===== config.mk =====
export PLATFORM = sky130hd
export DESIGN_NAME = instruction_fetch_unit
export DESIGN_NICKNAME = d
export VERILOG_FILES = /design/src/rtl/instruction_fetch_unit.sv
export SDC_FILE = /design/constraint.sdc
export NUM_CORES = 1
export LEC_CHECK = 0
export BUFFER_PORTS_ARGS = -buffer_cell sky130_fd_sc_hd__clkbuf_2
export CORE_MARGIN = 1.5
export CORE_UTILIZATION = 55
export CTS_CLUSTER_DIAMETER = 50
export CTS_CLUSTER_SIZE = 12
export DETAILED_ROUTE_END_ITERATION = 8
export PLACE_DENSITY_LB_ADDON = 0.12
export SLEW_MARGIN = 25
export SYNTH_ARGS = -nofsm -noshare
export SYNTH_HDL_FRONTEND = slang
export SYNTH_SLANG_ARGS = --single-unit

===== constraint.sdc =====
create_clock -name i_clk -period 6.7 [get_ports i_clk]
set_clock_uncertainty 0.1 [all_clocks]
set_input_delay 0.67 -clock i_clk [delete_from_list [all_inputs] [get_ports i_clk]]
set_output_delay 0.67 -clock i_clk [all_outputs]
set_load 0.005 [all_outputs]

===== src/rtl/instruction_fetch_unit.sv =====
// Instruction fetch front end for the MIPS datapath.
// The unit owns the PC and requests instruction words through a valid handshake.
// It holds each fetched word until the datapath accepts it.
// On each accept it computes the next PC (jump > taken branch > sequential)
// and counts the retired instruction.
module instruction_fetch_unit #(
    parameter logic [31:0] PC_RESET     = 32'h0040_0000,
    parameter int unsigned MEMORY_DEPTH = 64,
    localparam int unsigned ADDR_W      = $clog2(MEMORY_DEPTH)
) (
    input  logic              i_clk,
    input  logic              i_reset,
    output logic              o_imem_req,
    output logic [ADDR_W-1:0] o_imem_addr,
    input  logic              i_imem_valid,
    input  logic [31:0]       i_imem_data,
    output logic [31:0]       o_instruction,
    output logic              o_instr_valid,
    input  logic              i_advance,
    input  logic              i_branch_eq,
    input  logic              i_branch_ne,
    input  logic              i_zero,
    input  logic [31:0]       i_branch_offset,
    input  logic              i_jump,
    input  logic [25:0]       i_jump_target,
    output logic [31:0]       o_pc,
    output logic [31:0]       o_pc_plus4,
    output logic [31:0]       o_retired_count
);

    typedef enum logic [1:0] {
        StFetch  = 2'd0,
        StWait   = 2'd1,
        StIssued = 2'd2
    } state_e;

    state_e      r_state;
    logic [31:0] r_pc;
    logic [31:0] r_instruction;
    logic        r_instr_valid;
    logic [31:0] r_retired_count;

    logic [31:0] w_pc_plus4;
    logic        w_branch_taken;
    logic [31:0] w_next_pc;

    assign w_pc_plus4     = r_pc + 32'd4;
    assign w_branch_taken = (i_branch_eq & i_zero) | (i_branch_ne & ~i_zero);

    // Next-PC selection: jump wins over a taken branch, which wins over sequential flow.
    always_comb begin
        w_next_pc = w_pc_plus4;
        if (i_jump) begin
            w_next_pc = {w_pc_plus4[31:28], i_jump_target, 2'b00};
        end else if (w_branch_taken) begin
            // The shift drops the offset's two MSBs; the sum wraps at 32 bits.
            w_next_pc = w_pc_plus4 + (i_branch_offset << 2);
        end
    end

    // Fetch FSM together with the PC, the held instruction and the retire counter.
    always_ff @(posedge i_clk) begin
        if (i_reset) begin
            r_state         <= StFetch;
            r_pc            <= PC_RESET;
            r_instruction   <= 32'd0;
            r_instr_valid   <= 1'b0;
            r_retired_count <= 32'd0;
        end else begin
            case (r_state)
                StFetch: begin
                    r_state <= StWait;
                end
                StWait: begin
                    if (i_imem_valid) begin
                        r_instruction <= i_imem_data;
                        r_instr_valid <= 1'b1;
                        r_state       <= StIssued;
                    end
                end
                StIssued: begin
                    if (i_advance) begin
                        r_retired_count <= r_retired_count + 32'd1;
                        r_instr_valid   <= 1'b0;
                        r_pc            <= w_next_pc & ~32'h3;
                        r_state         <= StFetch;
                    end
                end
                default: begin
                    r_state <= StFetch;
                end
            endcase
        end
    end

    // The request is decoded from the state register.
    // It is gated off while reset is held.
    assign o_imem_req      = ~i_reset & ((r_state == StFetch) | (r_state == StWait));
    assign o_imem_addr     = ADDR_W'((r_pc - PC_RESET) >> 2);
    assign o_instruction   = r_instruction;
    assign o_instr_valid   = r_instr_valid;
    assign o_pc            = r_pc;
    assign o_pc_plus4      = w_pc_plus4;
    assign o_retired_count = r_retired_count;

endmodule

# Yosys cells after proc, flatten, opt, wreduce, memory -nomap -nowiden
# Index checks and enable logic that the tools add are counted.
# totals
reg_bits,97
latchBits,0
ram_bits,0
mem_bits_ro,0
in_bits,98
output_inout_bits,136
wordCells,34
n_memories,0
# op_classes
add_sub_neg,4
n_mul,0
div,0
order_cmp,0
eq_ne,4
shifts,0
mux,8
bitwise,7
n_reduce_logical,6
# ops
operator,n
32-bit 2-to-1 mux,2
"32-bit by 1-bit adder with 32-bit output, second input constant",1
"32-bit by 3-bit adder with 32-bit output, second input constant",1
32-bit adder,1
"8-bit by 1-bit subtractor with 8-bit output, second input constant",1
2-bit case mux with 3 select lines,1
2-bit AND reduction,3
2-bit 2-to-1 mux,2
"2-bit inequality test, second input constant",2
1-bit bitwise AND,3
3-bit AND reduction,1
"2-bit by 1-bit == test with 1-bit output, second input constant",1
"2-bit == test, second input constant",1
2-bit zero test,1
1-bit 2-to-1 mux,2
1-bit inverter,2
1-bit bitwise OR,2
1-bit case mux with 2 select lines,1
2-bit nonzero test,1

# Longest topological paths before layout
# Gate-level depths: netlist (run 1).
# logic_depth
depth_word,5
mapped_depth,16
mapped_depth_nobuf,15

# Least setup slack after synthesis (run 1)
# No wires, ideal clock.
# synth_path
path_kind,register to register
startpoint,register r_pc[2] (netlist: o_pc[2])
endpoint,register r_pc[29] (netlist: o_pc[29])
setup_ns,0.127
arrival_ns,3.191
required_ns,6.473
setup_slack_ns,3.282
stages_incl_launch_ff,14
n_path_buf,0
synth_period_minus_slack_ns,3.418
cell_sequence,dfxtp_1 -> ha_1 -> nand4_1 -> nor3_2 -> xor2_1 -> ha_1 -> and3_1 -> nand4_1 -> a21oi_2 -> o31ai_2 -> a2111oi_4 -> o211ai_2 -> and3_1 -> or3_1
# synth_via
elab_chain_len,4
# synth_rtl
element,line,text
start: declaration,38,logic [31:0] r_pc;
start signal: assignment,85,r_pc <= w_next_pc & ~32'h3;
32-bit by 3-bit adder with 32-bit output,47,assign w_pc_plus4 = r_pc + 32'd4;
net o_pc_plus4[12],27,"output logic [31:0] o_pc_plus4,"
32-bit adder,57,w_next_pc = w_pc_plus4 + (i_branch_offset << 2);
32-bit 2-to-1 mux,55,end else if (w_branch_taken) begin
32-bit 2-to-1 mux,53,if (i_jump) begin
# The timed path passes the listed nets, and every way through them passes these cells.
# A chain may end at the register's enable or synchronous reset.

# Final worst setup path (run 1)
# layout_path
startpoint,register r_pc[2] (netlist: o_pc[2])
endpoint,register r_pc[29] (netlist: o_pc[29])
# layout_via
elab_chain_len,4
# layout_rtl
element,line
32-bit by 3-bit adder with 32-bit output *,47
32-bit adder,57
32-bit 2-to-1 mux,55
32-bit 2-to-1 mux *,53
# Every way passes the cells marked *; elsewhere a longest branch is shown, timed or not.

==> results summary, run 1 <==
The largest incremental delay on the critical path is 0.50 ns. The cell at the root of the clock tree is sky130_fd_sc_hd__clkbuf_16. For this run, the leading register cell type out of synthesis is sky130_fd_sc_hd__dfxtp_1. The worst-case IR drop observed on VDD is between 0.15 and 0.2 mV.

Dividing the detail-routed wire length by the instance count gives ~16 µm. The sequential-to-total area share from yosys stat came out at 0.301. The insertion delay of the later-clocked pin in the worst-skew pair came out at roughly 0.35 ns. For this block, the initial DRC count from the detailed router was 393. The region available for standard cell placement spans 11400 µm². TritonCTS built the clock tree. The via density per instance came out at 5.68. The number of sinks driven by the clock tree is 97. Of all nets on the critical path, the largest fanout is 8.

The number of CTS-inserted buffers came out at 9. The effective utilization at floorplan came out at 0.565. The routed wire length on met3 is 1710 µm. The post-synthesis register bit count is 97. On the final layout, the worst hold slack is 0.354 ns. The global route total overflow came out at 0. The worst setup path is launched from a flip-flop. By area, the combinational part of the netlist is dominated by simple AND/OR/NAND/NOR gates.

The share of post-route cells with drive strength above 1 is 0.254. The synthesis-to-finish area growth came out at 21.8%. Of the total synthesized cell area, the portion taken by AND, OR, NAND and NOR gates is 0.240. The initial antenna violation count is 0. The worst path in the final design needs a cycle of roughly 4.3 ns, including I/O delays and setup. The count of cell types in the netlist came out at 73. The slowest stage of the critical path is the sky130_fd_sc_hd__nor3_2 cell. The clock network power share came out at 0.391. In this run the remaining antenna-violating nets after routing total 0. The internal cell power came out at 0.950 mW. The number of antenna repair diodes came out at 0. The leakage power total came out at 3.62 nW. The pre-antenna-repair detailed-routing pass consisted of 5 iterations. The number of top-level pins came out at approximately 230.

Setup repair after global routing left no endpoint under its margin. The clock-pin transition on the worst setup and hold timing paths came out at around 0.07 ns. After detailed routing, the number of remaining DRC violations is 0.

The Yosys step of the flow raised 0 warnings. Walking the worst path, the cells encountered are ha_1 -> nand4_1 -> nor3_2 -> and2_1 -> nand3_1 -> xnor2_1 -> ha_1 -> a21oi_1 -> o21ai_0 -> and2_1 -> nor2_1 -> o21ai_0 -> a21oi_1 -> a2111oi_2 -> or3_1. The switching portion of total power is 0.282. The share of the synthesized netlist area taken by xor and xnor gates came out at 0.106. The min-delay analysis places its worst path in the category flip-flop to flip-flop. The max-slew headroom at the worst pin is 0.358. The post-synthesis average cell area is 7.67 µm². The final worst-path cycle share is 0.636. Data on the critical path arrives at its endpoint at 4.40 ns.

The cell family contributing the most delay on the critical path is simple AND/OR/NAND/NOR gates. The net total in the final layout came out at 1176. The via count of the first global-routing pass is 6287. Input and output buffers added on the ports amount to between 200 and 250. The count of pins over their slew limit came out at 0. For this run, the total global-route usage over all layers was measured as 0.302.

The combined buffer and inverter count along the critical path is 0. The amount of wire on met2 after detailed routing came out at about 8400 µm. The die outline width came out at between 100 and 150 µm. The portion of netlist area occupied by mux cells came out at 0.00795.

The die outline area came out at 12400 µm². The total count of hold-check failures in the final report is 0. The endpoint class of the critical path is a flip-flop.

Dividing total power by cell area gives a power density of 168 nW/µm². After clock tree synthesis, the repair step resized 0 gates. The post-synth design cell area came out at about 6500 µm².

The proportion of power drawn by flip-flops and latches came out at 0.454. The final routed wirelength across all metal layers came out at between 15000 and 20000 µm. The reported net switching power is 0.373 mW.

Timing would allow up to 0.235 GHz. The setup fix buffers added after clock tree synthesis is 0. The via count of the routed design is 6742. The gate count after technology mapping came out at 841. In this run the top signal layer used is met4. The global placer's final weighted congestion is 0.920. The actual slew at the worst max-slew pin is approximately 0.96 ns. The longest clock path from root to sink contains 2 buffers. The post-synthesis compound-gate area fraction came out at 0.220.

The combinational cell fraction of total power is 0.155. The setup path with the least slack is of type flip-flop to flip-flop. The number of maximum-capacitance violations is 0. The flow ran to the end, and the final reports show no timing, DRC or antenna violations.

Setup total negative slack on the finished layout was measured at 0 ns. The maximum number of pins on one net before global-route repair is between 50 and 60. The estimated wirelength of the detail-placed design came out at 14000 µm.

The required time at the worst-slack endpoint is 6.84 ns. The H-tree depth came out at 3. The initialized floorplan defines 39 standard-cell rows. For this design, the CTS-stage hold fixing added 0 buffers. In this run the vertical extent of the chip is 111 µm.

The detailed router put a total of 8170 µm of wire on met1. The first global-routing pass estimated 30600 µm of wire. Counting flops with an async set or reset pin after synthesis yields a share of 0. Setup violations remaining at the end of the flow were counted as 0.

The area share of fa/ha/maj cells after synthesis came out at 0.0748. The number of synthesized flops with an enable pin came out at 0.
## final timing paths
check | startpoint | end | slack (ns) | cells past startpoint
min reg2reg | o_instruction[9] | o_instruction[9] | 0.35 | 2
min | o_instruction[9] | o_instruction[9] | 0.35 | 2
max reg2reg | o_pc[2] | o_pc[29] | 2.44 | 15
max | o_pc[2] | o_pc[29] | 2.44 | 15
## state kept, by name (all words and copies together), names as in the netlist
register,cells
o_pc,30
r_state,2
o_retired_count,32
o_instruction,32
o_instr_valid,1
## cells in the mapped netlist, types with 2 or more instances
| master | count | area (µm²) |
|---|---|---|
| sky130_fd_sc_hd__nand4_1 | 16 | 100 |
| sky130_fd_sc_hd__nand3_1 | 29 | 145 |
| sky130_fd_sc_hd__ha_1 | 37 | 463 |
| sky130_fd_sc_hd__clkbuf_8 | 3 | 41.3 |
| sky130_fd_sc_hd__dfxtp_1 | 97 | 1940 |
| sky130_fd_sc_hd__a211oi_1 | 12 | 90.1 |
| sky130_fd_sc_hd__o211ai_1 | 19 | 143 |
| sky130_fd_sc_hd__nor3_1 | 15 | 75.1 |
| sky130_fd_sc_hd__nand2b_1 | 4 | 25.0 |
| sky130_fd_sc_hd__and4_1 | 5 | 43.8 |
| sky130_fd_sc_hd__nand3b_1 | 3 | 22.5 |
| sky130_fd_sc_hd__buf_4 | 11 | 82.6 |
| sky130_fd_sc_hd__or2_2 | 2 | 12.5 |
| sky130_fd_sc_hd__a21o_1 | 14 | 105 |
| sky130_fd_sc_hd__a21oi_1 | 100 | 500 |
| sky130_fd_sc_hd__o31ai_1 | 5 | 37.5 |
| sky130_fd_sc_hd__a221o_1 | 2 | 20.0 |
| sky130_fd_sc_hd__o21a_1 | 4 | 30.0 |
| sky130_fd_sc_hd__clkbuf_1 | 30 | 113 |
| sky130_fd_sc_hd__o221ai_1 | 3 | 26.3 |
| sky130_fd_sc_hd__xnor2_1 | 34 | 298 |
| sky130_fd_sc_hd__and3_1 | 14 | 87.6 |
| sky130_fd_sc_hd__and2_1 | 4 | 25.0 |
| sky130_fd_sc_hd__nor2_1 | 81 | 304 |
| sky130_fd_sc_hd__a311oi_1 | 2 | 17.5 |
| sky130_fd_sc_hd__a22o_1 | 2 | 17.5 |
| sky130_fd_sc_hd__nor4_1 | 3 | 18.8 |
| sky130_fd_sc_hd__inv_1 | 16 | 60.1 |
| sky130_fd_sc_hd__o22ai_1 | 3 | 18.8 |
| sky130_fd_sc_hd__xor2_1 | 44 | 385 |
| sky130_fd_sc_hd__o21bai_1 | 4 | 30.0 |
| sky130_fd_sc_hd__or3_1 | 4 | 25.0 |
| sky130_fd_sc_hd__mux2i_1 | 4 | 40.0 |
| sky130_fd_sc_hd__nand2_1 | 139 | 522 |
| sky130_fd_sc_hd__a21boi_0 | 2 | 15.0 |
| sky130_fd_sc_hd__o21ai_0 | 31 | 155 |
| sky130_fd_sc_hd__nor2b_1 | 4 | 25.0 |
| sky130_fd_sc_hd__a211o_1 | 2 | 17.5 |
| sky130_fd_sc_hd__a31oi_1 | 3 | 18.8 |
## tightest hold or removal path: stages, from the launching register on
cell,delay [ns]
sky130_fd_sc_hd__dfxtp_1,0.31
sky130_fd_sc_hd__nand2_1,0.05
sky130_fd_sc_hd__a21oi_1,0.05
## cell families (layout without fill, tap and decap cells)
| logic type | Yosys count | in the layout |
|---|---|---|
| other | 1 | 4 |
| AOI/OAI and AO/OA | 224 | 224 |
| buffers and inverters | 64 | 265 |
| adders and majority gates | 38 | 38 |
| xor gates and xnor gates | 78 | 78 |
| DFF | 97 | 97 |
| and+or+nand+nor | 334 | 334 |
| muxes | 5 | 5 |
## per-stage QoR
step	area [µm²]	utilization	instances	setup WS [ns]	power (mW)
after floorplan	6460	-	844	3.28	0.741
after global placement	7570	0.663	1172	2.59	0.815
after detailed placement	7570	0.663	1172	2.52	0.816
after CTS	7860	0.688	1188	2.53	1.33
after global routing	7860	0.688	1188	2.19	1.38
final	7860	0.688	1188	2.44	1.32
## layout make-up
| cell class | count | area (µm²) |
|---|---|---|
| Fill cell | 1019 | 3560 |
| Timing Repair Buffer | 232 | 1170 |
| Clock inverter | 4 | 36.3 |
| Tap cell | 143 | 179 |
| Clock buffer | 12 | 256 |
| Multi-Input combinational cell | 683 | 4210 |
| Sequential cell | 97 | 1940 |
| Inverter | 17 | 63.8 |
## metal layers
| metal | up-vias | track usage |
|---|---|---|
| li1 | 3362 | - |
| met1 | 3052 | 0.403 |
| met2 | 290 | 0.479 |
| met3 | 38 | 0.0689 |
| met4 | 0 | 0.112 |
| met5 | - | 0 |
## placed cells by master (no fill, tap or decap), drive strengths merged, types with 12 or more instances in the layout
master	count
o21ai	32
xnor2	34
dfxtp	97
o211ai	20
inv	17
nor3	16
xor2	44
ha	37
nand4	17
a211oi	12
nand3	29
nand2	139
and3	14
clkbuf	238
a21o	15
a21oi	101
nor2	81
## power by group through the flow
stage	clock (mW)	combinational, mW	sequential, mW
2_1_floorplan	0	0.127	0.614
3_3_place_gp	0	0.201	0.614
3_5_place_dp	0	0.202	0.614
4_1_cts	0.523	0.203	0.601
5_1_grt	0.547	0.227	0.603
6_report	0.517	0.205	0.601
Power figures use the tool's default switching activity.
==> run 2: changes to the inputs <==
ABC_AREA = 1   (was not set)
CORE_UTILIZATION = 52   (was 55)
clock period = 4.05 ns   (was 6.7 ns; I/O delays follow)
==> results summary, run 2 <==
The highest ir drop seen on vdd came out at 0.240 mV. The library cells used most frequently in the layout, excluding fill and tap cells, are sky130_fd_sc_hd__nand2_1, sky130_fd_sc_hd__clkbuf_2, sky130_fd_sc_hd__nor2_1. The gate count after technology mapping is 1179. TritonCTS built the clock tree. The share of post-route cells with drive strength above 1 is 0.214. The insertion delay of the later-clocked pin in the worst-skew pair is 0.35 ns. The sequential-to-total area share from yosys stat is 0.265. The total count of hold-check failures in the final report came out at 0.

After clock tree synthesis, the clock-pin slew on the worst setup and hold paths is 0.07 ns. The floorplan row count came out at 43. Setup repair after global routing left no endpoint under its margin. The leakage power total is 4.58 nW.

The synthesis-to-finish area growth is 21.3%. The max-slew headroom at the worst pin is 0.360. The actual slew at the worst max-slew pin is 0.961 ns.

STA classifies the critical path endpoint as a flip-flop. The number of top-level pins is 234. The share of flip-flops with an asynchronous set or reset came out at 0. The worst hold path belongs to the class input port to flip-flop.

The routed length per placed instance is between 15 and 20 µm. The initial antenna violation count came to 0. The library cell used most frequently in the layout, excluding fill and tap cells, is sky130_fd_sc_hd__nand2_1.

The pre-antenna-repair detailed-routing pass consisted of 6 iterations. Dividing total power by cell area gives a power density of 262 nW/µm². The net total in the final layout is 1525. STA classifies the critical path startpoint as a flip-flop.

The count of fill cells added during filler insertion came out at 1407. The H-tree depth came out at 3. The share of the synthesized area in the top cell type is 0.265.

The count of input and output buffers is 227. Once the clock tree was built, the setup fixing pass inserted 0 buffers. The number of synthesized flops with an enable pin is 0. The global-route wire length before repair is ~38000 µm. For this run, the total global-route usage over all layers was measured as 0.325. The number of antenna repair diodes came out at 0.

For this block, the routed nets add up to ~24000 µm of wire. The detail route stage leaves a number of antenna-violating nets equal to 0. The global route total overflow came out at 0.

The post-synth design cell area came out at 7340 µm². The global placer's final weighted congestion came out at 0.929. After detailed routing, the number of vias per cell comes to 5.23. Clock tree synthesis found a total of 97 sinks. The core occupancy in the finished layout came out at 0.644. The via count of the routed design is 8238. The count of cell types in the netlist is 47. The iteration-0 DRC count of the detailed router came out at around 560. Setup total negative slack on the finished layout was measured at 0 ns. The die is 122 µm wide.

The data arrival time at the worst-slack endpoint came out at 3.77 ns. The die covers 14800 µm². The core region is 13800 µm².

The library cell occupying the most area in the post-synthesis netlist is sky130_fd_sc_hd__dfxtp_1. The final worst-path cycle share is 0.908. The flow ran to the end, and the final reports show no timing, DRC or antenna violations. The final period demand of the worst path came out at 3.68 ns.

The overall die height came out at 122 µm. Based on the critical path, the design can be clocked at up to 0.272 GHz. The detailed-routing wirelength on met1 came out at 10100 µm. The cell at the root of the clock tree is sky130_fd_sc_hd__clkbuf_16. The number of setup violations in the final report is 0. The post-synthesis register bit count is 97.

The required time at the worst-slack endpoint came out at 4.14 ns. The prevailing post-synth register cell is sky130_fd_sc_hd__dfxtp_1. The effective utilization at floorplan came out at 0.531. After legalization and detailed placement, the total HPWL measured 19200 µm.

The number of maximum-capacitance violations is 0. The count of unresolved DRC violations after routing is 0. Entering global routing, the biggest net connects 40 pins. Along the worst path, the maximum fanout reaches 5. Each instance of the synthesized netlist takes up on average approximately 6.2 µm². The maximum count of clock buffers along a single path came out at 2. In the synthesized netlist, the cells that appear most often are sky130_fd_sc_hd__nand2_1, sky130_fd_sc_hd__nor2_1, sky130_fd_sc_hd__inv_1.

In the detailed route, the total length drawn on met3 is roughly 1800 µm. The most common cell in the synthesized netlist is sky130_fd_sc_hd__nand2_1. The critical path is of the flip-flop to flip-flop type. By area the synthesized netlist is led by sky130_fd_sc_hd__dfxtp_1, sky130_fd_sc_hd__nand2_1, sky130_fd_sc_hd__nor2_1, sky130_fd_sc_hd__inv_1, sky130_fd_sc_hd__ha_1. The count of warnings emitted by yosys is 0. The count of pins over their slew limit was 0. The via count of the first global-routing pass is 7507. The highest layer touched by signal routing is met4. The number of CTS-inserted buffers is 9. The amount of wire on met2 after detailed routing is ~11000 µm. The final hold slack came out at 0.177 ns.
[run 2: changes by cell type in the layout (fill, tap and decap cells not counted), moves of 15 or more]
| cell | delta |
|---|---|
| sky130_fd_sc_hd__nand2_1 | +157 |
| sky130_fd_sc_hd__inv_1 | +124 |
| sky130_fd_sc_hd__nor2_1 | +79 |
| sky130_fd_sc_hd__nand3_1 | +45 |
| sky130_fd_sc_hd__o21ai_0 | +39 |
| sky130_fd_sc_hd__xnor2_1 | -23 |
| sky130_fd_sc_hd__a21oi_1 | -15 |
| sky130_fd_sc_hd__o211ai_1 | -15 |
[run 2: path summary, 6_finish.rpt]
check,cells past startpoint,endpoint,startpoint,slack (ns)
max reg2reg,21,o_pc[25],o_pc[3],0.37
min,3,o_instruction[16],i_imem_data[16],0.18
min reg2reg,2,o_instr_valid,o_instr_valid,0.37
max,21,o_pc[25],o_pc[3],0.37
[run 2: what timing repair did]
action,CTS,global route
gates resized for setup,0,1
hold buffers,0,0
endpoints found under the setup margin,0,1
[run 2: report_power, final]
part / switching, mW / total (mW) / internal [mW]
clock: 0.385 / 0.932 / 0.547
sequential: 0.0247 / 1.01 / 0.986
combinational: 0.242 / 0.392 / 0.150
[run 2: logic make-up after synthesis]
kind of cell | share of synthesized area
other cells | 0.000511
xor+xnor | 0.0489
flops | 0.265
compound gates | 0.139
fa+ha+maj | 0.0658
simple gates | 0.380
buf+inv | 0.101
[run 2: critical path: stages, from the launching register on]
cell and delay [ns]:
sky130_fd_sc_hd__dfxtp_1 0.43, sky130_fd_sc_hd__ha_1 0.27, sky130_fd_sc_hd__nand2_1 0.11, sky130_fd_sc_hd__nor2_2 0.19, sky130_fd_sc_hd__nand2_1 0.10, sky130_fd_sc_hd__nor2_1 0.22
sky130_fd_sc_hd__nand4_1 0.16, sky130_fd_sc_hd__inv_1 0.09, sky130_fd_sc_hd__nand2_1 0.06, sky130_fd_sc_hd__and2_1 0.20, sky130_fd_sc_hd__ha_1 0.37, sky130_fd_sc_hd__nand2_1 0.09
sky130_fd_sc_hd__nor2_1 0.27, sky130_fd_sc_hd__nand2_1 0.13, sky130_fd_sc_hd__nor2_1 0.12, sky130_fd_sc_hd__nand2_1 0.09, sky130_fd_sc_hd__nand3_1 0.09, sky130_fd_sc_hd__nand2_1 0.05
sky130_fd_sc_hd__nand3_1 0.14, sky130_fd_sc_hd__nand3_1 0.10, sky130_fd_sc_hd__nand2_1 0.09, sky130_fd_sc_hd__a21oi_1 0.05
[run 2: metrics by stage]
step / std cells / instance area [µm²] / total power, mW / setup slack (ns)
after floorplan: 1182 / 7350 / 1.26 / 1.13
after global placement: 1558 / 8580 / 1.42 / 0.435
after detailed placement: 1558 / 8580 / 1.42 / 0.388
after CTS: 1574 / 8900 / 2.34 / 0.310
after global routing: 1574 / 8900 / 2.43 / 0.0868
final: 1574 / 8900 / 2.33 / 0.374
[run 2: cell type report]
cell class	count	area, µm²	share of cell area
Multi-Input combinational cell	900	4670	0.524
Timing Repair Buffer	236	1200	0.135
Sequential cell	97	1940	0.218
Inverter	145	544	0.0612
Clock inverter	5	85.1	0.00956
Clock buffer	11	233	0.0261
Tap cell	180	225	0.0253
[run 2: per-layer routing]
| metal | vias up | track usage |
|---|---|---|
| li1 | 4212 | - |
| met1 | 3671 | 0.412 |
| met2 | 305 | 0.551 |
| met3 | 50 | 0.0618 |
| met4 | 0 | 0.117 |
| met5 | - | 0 |
